$ cat config.mk
export PLATFORM = sky130hd
export DESIGN_NAME = pe_ctrl
export DESIGN_NICKNAME = d
export VERILOG_FILES = /design/src/rtl/pe_ctrl_pkg.sv /design/src/rtl/pe_ctrl_wait.sv /design/src/rtl/pe_ctrl.sv
export SDC_FILE = /design/constraint.sdc
export NUM_CORES = 1
export LEC_CHECK = 0
export ABC_CLOCK_PERIOD_IN_PS = 3400
export CORE_MARGIN = 3
export CORE_UTILIZATION = 35
export DETAILED_ROUTE_END_ITERATION = 10
export SYNTH_ARGS = -nofsm -noshare
export SYNTH_HDL_FRONTEND = slang
export SYNTH_SLANG_ARGS = --single-unit
$ cat constraint.sdc
create_clock -name clk -period 3.4 [get_ports clk]
set_clock_uncertainty 0.2 [all_clocks]
set_input_delay 0.85 -clock clk [delete_from_list [all_inputs] [get_ports clk]]
set_output_delay 0.85 -clock clk [all_outputs]
set_load 0.005 [all_outputs]
$ cat src/rtl/pe_ctrl_pkg.sv
// Shared types and constants for the PE sequencing controller.
// Bias states are present only when PE_CTRL_BIAS_EN is defined.
package pe_ctrl_pkg;

    typedef enum logic [3:0] {
        ST_IDLE     = 4'd0,
        ST_CLR      = 4'd1,
        ST_LOAD     = 4'd2,
        ST_MUL_LD   = 4'd3,
        ST_MUL      = 4'd4,
        ST_ADD      = 4'd5,
        ST_ACC_WR   = 4'd6,
`ifdef PE_CTRL_BIAS_EN
        ST_BIAS_LD  = 4'd7,
        ST_BIAS_ADD = 4'd8,
        ST_BIAS_WR  = 4'd9,
`endif
        ST_WB       = 4'd10,
        ST_DONE     = 4'd11,
        ST_PLOAD    = 4'd12,
        ST_POOL     = 4'd13
    } pe_state_e;

    localparam logic OP_CONV  = 1'b0;
    localparam logic OP_POOL  = 1'b1;

    localparam logic SEL_CONV = 1'b0;
    localparam logic SEL_POOL = 1'b1;
    localparam logic SEL_WT   = 1'b0;
    localparam logic SEL_BIAS = 1'b1;
    localparam logic SEL_MULT = 1'b0;
    localparam logic SEL_ACC  = 1'b0;

endpackage

$ cat src/rtl/pe_ctrl_wait.sv
// Waits on one PE unit's done level; the first cycle in the wait state is masked
// because the level may still be high from the previous operation.
module pe_ctrl_wait
    import pe_ctrl_pkg::*;
(
    input  logic clk,
    input  logic rst,
    input  logic active,
    input  logic resp,
    output logic hit
);

    logic armed_q;
    logic armed_d;

    // Done detection and arming for the next cycle
    always_comb begin
        hit     = active && armed_q && resp;
        armed_d = active && !hit;
    end

    // Arm register
    always_ff @(posedge clk or posedge rst) begin
        if (rst) begin
            armed_q <= 1'b0;
        end else begin
            armed_q <= armed_d;
        end
    end

endmodule

$ cat src/rtl/pe_ctrl.sv
// Sequencing controller for one PE: conv (MAC loop) and max-pool commands.
// Optional bias phase enabled by defining PE_CTRL_BIAS_EN.
module pe_ctrl
    import pe_ctrl_pkg::*;
#(
    parameter int DATA_WIDTH = 8,
    parameter int CNT_WIDTH  = 8
) (
    input  logic                 clk,
    input  logic                 rst,
    input  logic                 cmd_valid,
    output logic                 cmd_ready,
    input  logic                 cmd_op,
    input  logic [CNT_WIDTH-1:0] cmd_len,
    input  logic                 opnd_valid,
    output logic                 opnd_ready,
    output logic                 actn_in_sel,
    output logic                 wt_in_sel,
    output logic                 add_in_sel,
    output logic                 pe_out_sel,
    output logic                 if_rf_wr_en,
    output logic                 wt_rf_wr_en,
    output logic                 of_rf_wr_en,
    output logic                 mult_en,
    output logic                 mult_load,
    output logic                 add_en,
    output logic                 acc_wr_en,
    output logic                 acc_clr,
    input  logic [1:0]           pe_resp,
    output logic                 busy,
    output logic                 done
);

    if (DATA_WIDTH < 1) begin : g_bad_width
        $error("pe_ctrl: DATA_WIDTH must be positive");
    end

    localparam logic [CNT_WIDTH-1:0] REM_ZERO = {CNT_WIDTH{1'b0}};
    localparam logic [CNT_WIDTH-1:0] REM_ONE  = {{(CNT_WIDTH-1){1'b0}}, 1'b1};

    pe_state_e            state_q, state_d;
    logic [CNT_WIDTH-1:0] rem_q, rem_d;
    logic                 op_q, op_d;
    logic                 mul_active_s, add_active_s;
    logic                 mul_hit_s, add_hit_s;

    // Which states wait on the multiplier / adder done levels
    always_comb begin
        mul_active_s = (state_q == ST_MUL);
`ifdef PE_CTRL_BIAS_EN
        add_active_s = (state_q == ST_ADD) || (state_q == ST_BIAS_ADD);
`else
        add_active_s = (state_q == ST_ADD);
`endif
    end

    pe_ctrl_wait u_mul_wait (
        .clk    (clk),
        .rst    (rst),
        .active (mul_active_s),
        .resp   (pe_resp[0]),
        .hit    (mul_hit_s)
    );

    pe_ctrl_wait u_add_wait (
        .clk    (clk),
        .rst    (rst),
        .active (add_active_s),
        .resp   (pe_resp[1]),
        .hit    (add_hit_s)
    );

    // Next-state logic and state-decoded control outputs
    always_comb begin
        state_d     = state_q;
        rem_d       = rem_q;
        op_d        = op_q;
        cmd_ready   = 1'b0;
        opnd_ready  = 1'b0;
        actn_in_sel = SEL_CONV;
        wt_in_sel   = SEL_WT;
        add_in_sel  = SEL_MULT;
        pe_out_sel  = SEL_ACC;
        if_rf_wr_en = 1'b0;
        wt_rf_wr_en = 1'b0;
        of_rf_wr_en = 1'b0;
        mult_en     = 1'b0;
        mult_load   = 1'b0;
        add_en      = 1'b0;
        acc_wr_en   = 1'b0;
        acc_clr     = 1'b0;
        busy        = (state_q != ST_IDLE);
        done        = 1'b0;

        case (state_q)
            ST_IDLE: begin
                cmd_ready = 1'b1;
                if (cmd_valid) begin
                    rem_d   = cmd_len;
                    op_d    = cmd_op;
                    state_d = (cmd_op == OP_POOL) ? ST_PLOAD : ST_CLR;
                end else begin
                    state_d = ST_IDLE;
                end
            end
            ST_CLR: begin
                acc_clr = 1'b1;
                state_d = ST_LOAD;
            end
            ST_LOAD: begin
                if (rem_q == REM_ZERO) begin
`ifdef PE_CTRL_BIAS_EN
                    state_d = ST_BIAS_LD;
`else
                    state_d = ST_WB;
`endif
                end else begin
                    opnd_ready = 1'b1;
                    if (opnd_valid) begin
                        if_rf_wr_en = 1'b1;
                        wt_rf_wr_en = 1'b1;
                        state_d     = ST_MUL_LD;
                    end else begin
                        state_d = ST_LOAD;
                    end
                end
            end
            ST_MUL_LD: begin
                mult_load = 1'b1;
                state_d   = ST_MUL;
            end
            ST_MUL: begin
                mult_en = 1'b1;
                state_d = mul_hit_s ? ST_ADD : ST_MUL;
            end
            ST_ADD: begin
                add_en     = 1'b1;
                add_in_sel = SEL_MULT;
                state_d    = add_hit_s ? ST_ACC_WR : ST_ADD;
            end
            ST_ACC_WR: begin
                acc_wr_en = 1'b1;
                rem_d     = rem_q - REM_ONE;
                state_d   = ST_LOAD;
            end
`ifdef PE_CTRL_BIAS_EN
            ST_BIAS_LD: begin
                opnd_ready = 1'b1;
                if (opnd_valid) begin
                    wt_rf_wr_en = 1'b1;
                    state_d     = ST_BIAS_ADD;
                end else begin
                    state_d = ST_BIAS_LD;
                end
            end
            ST_BIAS_ADD: begin
                wt_in_sel  = SEL_BIAS;
                add_in_sel = SEL_BIAS;
                add_en     = 1'b1;
                state_d    = add_hit_s ? ST_BIAS_WR : ST_BIAS_ADD;
            end
            ST_BIAS_WR: begin
                acc_wr_en = 1'b1;
                state_d   = ST_WB;
            end
`endif
            ST_WB: begin
                of_rf_wr_en = 1'b1;
                pe_out_sel  = (op_q == OP_POOL) ? SEL_POOL : SEL_ACC;
                state_d     = ST_DONE;
            end
            ST_DONE: begin
                done    = 1'b1;
                state_d = ST_IDLE;
            end
            ST_PLOAD: begin
                if (rem_q == REM_ZERO) begin
                    state_d = ST_WB;
                end else begin
                    opnd_ready = 1'b1;
                    if (opnd_valid) begin
                        if_rf_wr_en = 1'b1;
                        state_d     = ST_POOL;
                    end else begin
                        state_d = ST_PLOAD;
                    end
                end
            end
            ST_POOL: begin
                actn_in_sel = SEL_POOL;
                rem_d       = rem_q - REM_ONE;
                state_d     = ST_PLOAD;
            end
            default: begin
                state_d = ST_IDLE;
            end
        endcase
    end

    // State, remaining-count and opcode registers
    always_ff @(posedge clk or posedge rst) begin
        if (rst) begin
            state_q <= ST_IDLE;
            rem_q   <= REM_ZERO;
            op_q    <= OP_CONV;
        end else begin
            state_q <= state_d;
            rem_q   <= rem_d;
            op_q    <= op_d;
        end
    end

endmodule
# After elaboration in Yosys (flattened, before gate mapping)
# Index checks and enable logic that the tools add are counted.
# Widths: inputs -> output; s select.
# totals
ff_bits	15
latch_bits	0
ramBits	0
rom_bits	0
output_inout_bits	16
wordCells	62
n_memories	0
# classes
n_addsub	1
n_mul	0
n_div	0
n_lt_le_gt_ge	0
eq_ne	11
shift	0
mux	28
n_bitwise	0
n_reduce_logical	17
# op_table
operator	count
$pmux 4 s9	1
$mux 1	20
$eq 4x4->1 const B	4
$pmux 8 s2	1
$eq 4x3->1 const B	3
$mux 4	3
$eq 4x2->1 const B	2
$logic_not 8->1	1
$mux 8	1
$sub 8x1->8 const B	1
$logic_and 1x1->1	6
$reduce_or 2->1	3
$eq 4x1->1 const B	1
$logic_not 4->1	1
$reduce_and 2->1	2
$reduce_bool 4->1	1
$mux 3	1
$logic_not 1->1	2
$mux 2	1
$ne 2x2->1 const B	1
$reduce_bool 2->1	1

# Logic depth before layout (Yosys ltp)
# Gate-level depths: netlist of run 1.
# logic_depth
depth_word	5
mapped_depth	6
ltp_nobuf	6

# Hierarchy
# Synthesis of run 1 repeated with hierarchy kept, for this count alone.
# hier_totals
cells_unflattened	121
hier_area_um2	1039.7
# by_module_without_submodules
module	n_inst	cells_each	area_each_um2
pe_ctrl	1	113	947.2
pe_ctrl_wait	2	4	46.3

# Worst setup path after synthesis of run 1
# Ideal clock, no wire load.
# synth_timing
kind	flip-flop to output port
startpoint	reg rem_q[3]
endpoint	out if_rf_wr_en
arrival_time_ns	1.433
path_slack_ns	0.917
path_stages_with_launch	4
n_path_buf	0
cell_sequence	dfrtp_1 or3_4 or4_4 and3_4
# synth_via
elab_chain_len	3
# synth_rtl
item	line	rtl
start: declaration	pe_ctrl.sv:42	logic [CNT_WIDTH-1:0] rem_q, rem_d;
start signal: assignment	pe_ctrl.sv:208	rem_q <= rem_d;
$logic_not 8->1	pe_ctrl.sv:111, pe_ctrl.sv:177	
$mux 1	pe_ctrl.sv:111	if (rem_q == REM_ZERO) begin
$mux 1	-	
end: declaration	pe_ctrl.sv:21	output logic if_rf_wr_en,
# Every way passes these cells.

# Worst setup path in the final report of run 1
# layout_timing
startpoint	reg rem_q[4]
endpoint	out if_rf_wr_en
# Same word-level chain as after synthesis.

==> run summary, run 1 <==
- 11.0% — Clk network pwr share
- 33 — number of DRC violations after detailed-routing iteration 0
- 53.5% — portion of total power attributed to combinational logic
- 28 — total of buffers placed on input and output ports
- 16 — largest net degree at the start of global routing
- 3.28 ns — final critical-path required period
- flop — Setup crit start kind
- 0 — YS warnings
- 14.6 um — average detailed-routed wire length per instance
- 740 nW/um2 — power density relative to cell area
- 1 — H-tree depth
- 412 uV — Max rail drop VDD
- 15 — # clock sinks
- 0.657 ns — worst-margin pin slew
- 586 uW — Int Pwr
- 0 — n_diodes
- 35.5% — Reg power frac
- 1.90 mm — post-detailed-placement half-perimeter wirelength
- output port — category of the worst setup path capture point
- rem_q[4] — Crit Reg-Reg Startpoint
- 0 — grt total ovfl
- 55.9% — relative slew slack
- 171 — final standard cell count with taps included and fillers excluded
- 11.3% — layout cells sized above 1
- 2 — number of buffers on the longest clock path
- 6 — largest fanout on the critical path
- 37.7% — area share of the largest cell type after synthesis
- 2.50 mm — detailed-route wire length
- met4 — highest metal layer with signal wires
- 1.18 mm — met2 wire length
- 113 — instance count of the mapped netlist
- 4 — iteration count of the initial detailed-routing pass
- 33.6% — synth-to-layout area growth
- 3 — clock buffer count from CTS
- 0 — Fin. Hold Viols
- 0.768 — final weighted congestion in routability-driven placement
- 0.29 ns — clock network latency to the later pin of the worst-skew pair
- 0 — DRC violations left
- 2.23 ns — data arrival time of the worst path
- 31 — # IOs
- 38.4% — effective utilization at floorplan
- sky130_fd_sc_hd__dfrtp_1 (15), sky130_fd_sc_hd__a21oi_1 (9), sky130_fd_sc_hd__inv_1 (9) — top post-synthesis cells by count
- 0 — number of pins exceeding their max-slew limit in the final report
- 1.19 mm — Routed met1 length
- yes — TritonCTS clock tree
- 37.7% — sequential element share of the synthesized area
- reg2reg — worst min path class
- 15 — total of flip-flops plus latches after synthesis
- sky130_fd_sc_hd__dfrtp_1 — dominant register cell in the synthesized netlist
- 0 ns — sum of negative setup slack
- 16.3% — total track usage
- sky130_fd_sc_hd__dfrtp_1 (38%), sky130_fd_sc_hd__a21oi_1 (4.5%), sky130_fd_sc_hd__inv_1 (3.4%) — Synth area leaders
- 3520 um2 — full die area
- 2590 um2 — core area
- 0 — max-capacitance violation count
- 100% — asr flop ratio synth
- false — unrepaired setup endpoints after global routing
- sky130_fd_sc_hd__dfrtp_1 — count leader, synth
- 18 — row cnt
- 942 — number of global-route vias before repair
- 995 um2 — area of the mapped netlist
- 0 — number of antenna violations at the first check in global routing
- 2.35 ns — Data required, critical path
- 397 uW — P_sw
- 4.34 mm — global-route wire length before repair
- rem_q[4] — worst setup path start
- 40.4% — Switching Share
- completed — outcome
- 5.29 — via/cell ratio
- 8.80 um2 — mean area per synthesized cell
- 0.000542 uW — leak pwr
- 0.305 GHz — Highest Clock Rate
- 100 um — Detail Route met3 WL
- 0 — total of endpoints with negative setup slack in the final report
- reg2out — class of the most critical setup path
- 166 — # placed instances
- 0 — antenna violation net count after detailed routing
- 4 — number of cells traversed by the worst register-to-register path
- 96.6% — Final period util
- 59.3 um — Die Span X
- 59.3 um — Die Y-Extent
- sky130_fd_sc_hd__dfrtp_1 — library cell occupying the most area in the post-synthesis netlist
- 904 — overall via count from detail_route
- 1 — number of instances on the worst hold path
- 44 — count of distinct cell types in the synthesized netlist
- 0.10 ns — clock slew at the register clock pins of the worst setup and hold paths
- sky130_fd_sc_hd__clkbuf_4 — CTS Root Buffer Type
- 158 — final layout net count
- 0 — count of flip-flops with a built-in enable after synthesis
- u_mul_wait.armed_q — hold path startpoint
[power by group through the flow]
stage | combinational, uW | sequential [uW] | clock, uW
after floorplan | 370 | 306 | 0
after global placement | 513 | 353 | 0
after detailed placement | 515 | 354 | 0
after CTS | 517 | 351 | 113
after global routing | 590 | 367 | 119
final | 526 | 349 | 108
[per-layer routing]
layer	GRT usage [%]	vias to the layer above
met3	4.79	5
met2	24.3	13
met1	22.3	424
met4	5.83	0
met5	0	-
li1	-	462
[per-stage QoR]
stage / hold slack [ns] / util (%) / setup slack [ns] / instance area (um2) / power [uW]
global route: 0.306 / 51.3 / 0.0175 / 1330 / 1080
finish: 0.261 / 51.3 / 0.117 / 1330 / 983
global placement: 0.249 / 49.9 / 0.281 / 1290 / 866
detailed placement: 0.252 / 49.9 / 0.251 / 1290 / 868
CTS: 0.266 / 50.9 / 0.0652 / 1320 / 981
floorplan: 0.230 / - / 0.917 / 998 / 676
[path summary, 6_finish.rpt]
check / endpoint / slack (ns)
min in group asynchronous: u_mul_wait.armed_q / 0.72
hold / removal: u_mul_wait.armed_q / 0.26
setup / recovery: if_rf_wr_en / 0.12
hold reg to reg: u_mul_wait.armed_q / 0.26
setup reg to reg: state_q[0] / 1.09
max in group asynchronous: rem_q[5] / 1.89
[worst max-delay path, stage by stage, from the launching register on]
cell and delay [ns]:
sky130_fd_sc_hd__dfrtp_1 0.42, sky130_fd_sc_hd__or3_4 0.41, sky130_fd_sc_hd__or4_4 0.47, sky130_fd_sc_hd__and3_4 0.20, sky130_fd_sc_hd__clkdlybuf4s50_1 0.44
[flip-flops by register name, indices dropped and copies added (netlist names)]
name and cells:
rem_q 8, state_q 4, op_q 1, u_add_wait.armed_q 1, u_mul_wait.armed_q 1
[layout make-up]
| type | count | area [um2] |
|---|---|---|
| fillers | 237 | 1260 |
| flip-flops and latches | 15 | 375 |
| well taps | 30 | 37.5 |
| clock buffers | 4 | 26.3 |
| repair buffers | 31 | 303 |
| inverters | 9 | 33.8 |
| multi-input cells | 82 | 553 |
[logic make-up (layout without fill, tap and decap cells)]
family,after synthesis,after routing,synth area share [%]
adders and majority gates,1,1,1.26
AOI/OAI and AO/OA,30,30,21.5
DFF,15,15,37.7
other,1,2,0.377
buffers and inverters,17,44,7.29
muxes,1,1,1.01
and+or+nand+nor,48,48,30.8
[layout by cell type (no fill, tap or decap), drive strengths merged, types with 2 or more instances in the layout]
cell           Yosys  routed
clkdlybuf4s50      0      28
dfrtp             15      15
inv                9       9
a21oi              9       9
nor2               8       8
nand2              7       7
nor3               6       6
nand2b             5       5
and2               4       4
clkbuf             5       4
buf                3       3
and4b              2       2
a211oi             2       2
nand3              2       2
o221a              2       2
a31oi              2       2
a221o              2       2
o21ai              2       2
or4                2       2
nand3b             2       2
o21bai             2       2
conb               1       2
nor4               2       2
or2                2       2
[what timing repair did]
item | 4_1_cts | 5_1_grt
setup buffers | 0 | 1
resized for setup | 0 | 1
hold buffers | 0 | 0
setup endpoints to repair | 0 | 2
Power figures use the tool's default switching activity.
==> run 2: changes to the inputs <==
- CELL_PAD_IN_SITES_DETAIL_PLACEMENT: default -> 0
- CELL_PAD_IN_SITES_GLOBAL_PLACEMENT: default -> 1
- GPL_ROUTABILITY_DRIVEN: default -> 1
- PLACE_DENSITY: default -> 0.8
==> run summary, run 2 (synthesized netlist as in run 1, its figures left out) <==
- completed — outcome, unchanged
- 38.4% — effective utilization at floorplan, unchanged
- sky130_fd_sc_hd__or4_4 — CP max stage cell, unchanged
- 59.3 um — Die Span X, unchanged
- 1010 uW — Final Total Pwr, was 983 uW
- 35 — number of DRC violations after detailed-routing iteration 0, was 33
- 0 — n_diodes, unchanged
- 0.11 ns — clock slew at the register clock pins of the worst setup and hold paths, was 0.10 ns
- 0 ns — sum of negative setup slack, unchanged
- reg2reg — worst min path class, unchanged
- 0.30 ns — clock network latency to the later pin of the worst-skew pair, was 0.29 ns
- u_mul_wait.armed_q — Worst Hold Endpoint, unchanged
- 16 — largest net degree at the start of global routing, unchanged
- 16.3% — total track usage, about the same
- 3520 um2 — full die area, unchanged
- 0 — hold bufs inserted after CTS, unchanged
- sky130_fd_sc_hd__clkdlybuf4s50_1 — most common cell after layout, fill and taps aside, unchanged
- 746 nW/um2 — power density relative to cell area, was 740 nW/um2
- 3.32 ns — final critical-path required period, was 3.28 ns
- rem_q x8, state_q x4 — leading registers by flop count, unchanged
- 15 — # clock sinks, unchanged
- yes — TritonCTS clock tree, unchanged
- 946 — overall via count from detail_route, was 904
- 4 — number of cells traversed by the worst register-to-register path, unchanged
- 2.27 ns — data arrival time of the worst path, was 2.23 ns
- 4 — iteration count of the initial detailed-routing pass, unchanged
- 175 — final standard cell count with taps included and fillers excluded, was 171
- or3_4 > or4_4 > and3_4 > clkdlybuf4s50_1 — critical-path cell list, unchanged
- 162 — final layout net count, was 158
- 2.35 ns — Data required, critical path, about the same
- 0 — number of antenna violations at the first check in global routing, unchanged
- 5.41 — via/cell ratio, was 5.29
- 0 — number of pins exceeding their max-slew limit in the final report, unchanged
- 0.274 ns — worst hold margin, was 0.261 ns
- 18 — row cnt, unchanged
- sky130_fd_sc_hd__clkdlybuf4s50_1 (28), sky130_fd_sc_hd__dfrtp_1 (15), sky130_fd_sc_hd__inv_1 (9), sky130_fd_sc_hd__a21oi_1 (9), sky130_fd_sc_hd__nor2_1 (8) — most frequent cells in the layout, unchanged
- 1 — number of instances on the worst hold path, unchanged
- 0 — total of endpoints with negative setup slack in the final report, unchanged
- 1.96 mm — post-detailed-placement half-perimeter wirelength, was 1.90 mm
- 0.48 ns — maximum cell stage delay along the critical path, was 0.47 ns
- 97.5% — Final period util, was 96.6%
- output port — category of the worst setup path capture point, unchanged
- 36.7% — synth-to-layout area growth, was 33.6%
- 28 — total of buffers placed on input and output ports, unchanged
- 14.7 um — average detailed-routed wire length per instance, was 14.6 um
- 0.784 — final weighted congestion in routability-driven placement, was 0.768
- 0.635 ns — worst-margin pin slew, was 0.657 ns
- state_q[0] — end of the worst register-to-register path, unchanged
- 1 — H-tree depth, unchanged
- 0.302 GHz — Highest Clock Rate, was 0.305 GHz
- 1.23 mm — Routed met1 length, was 1.19 mm
- 1.03 ns — worst reg-to-reg setup slack, was 1.09 ns
- 88 um — Detail Route met3 WL, was 100 um
- 913 — number of global-route vias before repair, was 942
- 57.6% — relative slew slack, was 55.9%
- 3 — clock buffer count from CTS, unchanged
- 168 — # placed instances, was 166
- 4.28 mm — global-route wire length before repair, was 4.34 mm
- 2.58 mm — detailed-route wire length, was 2.50 mm
- false — unrepaired setup endpoints after global routing, unchanged
- 0 — antenna violation net count after detailed routing, unchanged
- 14.5% — layout cells sized above 1, was 11.3%
- sky130_fd_sc_hd__clkbuf_4 — CTS Root Buffer Type, unchanged
- 0 — DRC violations left, unchanged
- 0.000565 uW — leak pwr, was 0.000542 uW
- 1.22 mm — met2 wire length, was 1.18 mm
- 31 — # IOs, unchanged
- 0 — Fin. Hold Viols, unchanged
- 59.3 um — Die Y-Extent, unchanged
- 6 — largest fanout on the critical path, unchanged
- reg2out — class of the most critical setup path, unchanged
- 2590 um2 — core area, unchanged
- u_mul_wait.armed_q — hold path startpoint, unchanged
- 8 — Largest register FFs, unchanged
- 2 — number of buffers on the longest clock path, unchanged
- flop — Setup crit start kind, unchanged
- rem_q[3] — Crit Reg-Reg Startpoint, was rem_q[4]
- met4 — highest metal layer with signal wires, unchanged
- 0 — max-capacitance violation count, unchanged
- 0 — grt total ovfl, unchanged
- 418 uV — Max rail drop VDD, was 412 uV
- rem_q — top register by number of flip-flops, unchanged
## run 2: timing repair
action,CTS,global route
resized for setup,0,1
setup endpoints to repair,0,3
buffers inserted,0,3
## run 2: layout make-up
class | count | area [um2]
clock inverter | 1 | 5.00
sequential | 15 | 375
tap | 30 | 37.5
clock buffer | 3 | 22.5
timing repair buffer | 35 | 333
fill | 266 | 1230
inverter | 9 | 33.8
multi-input combinational | 82 | 553
## run 2: report_power, final
group / switching, uW / internal, uW
combinational: 274 / 307
clock: 64.5 / 43.8
sequential: 69.4 / 256
total: 407 / 607
## run 2: how the worst max path moves through the flow
stage               startpoint     endpoint  slack (ns)  cells after the start
floorplan             rem_q[3]  if_rf_wr_en        0.92                      3
global placement    opnd_valid  wt_rf_wr_en        0.28                      4
detailed placement  opnd_valid  wt_rf_wr_en        0.22                      4
CTS                   rem_q[0]  if_rf_wr_en        0.05                      6
global route          rem_q[1]  if_rf_wr_en        0.02                      6
finish                rem_q[3]  if_rf_wr_en        0.08                      4
## run 2: critical path, delay by kind of cell (launching register included)
family | cells | cell delay, ns
buffers and inverters | 1 | 0.44
flip-flops | 1 | 0.42
AND/OR/NAND/NOR | 3 | 1.11
## run 2: metrics by stage
step                setup WS, ns  util [%]  area (um2)
floorplan                  0.917         -         998
global placement           0.277      50.5        1310
detailed placement         0.223      50.5        1310
CTS                       0.0482      51.5        1340
global route              0.0161      52.5        1360
finish                    0.0849      52.5        1360
## run 2: per-layer routing
layer,GRT usage [%],vias to the layer above
met3,2.61,5
met5,0,-
met4,7.12,0
met1,22.3,452
met2,25.1,19
li1,-,470
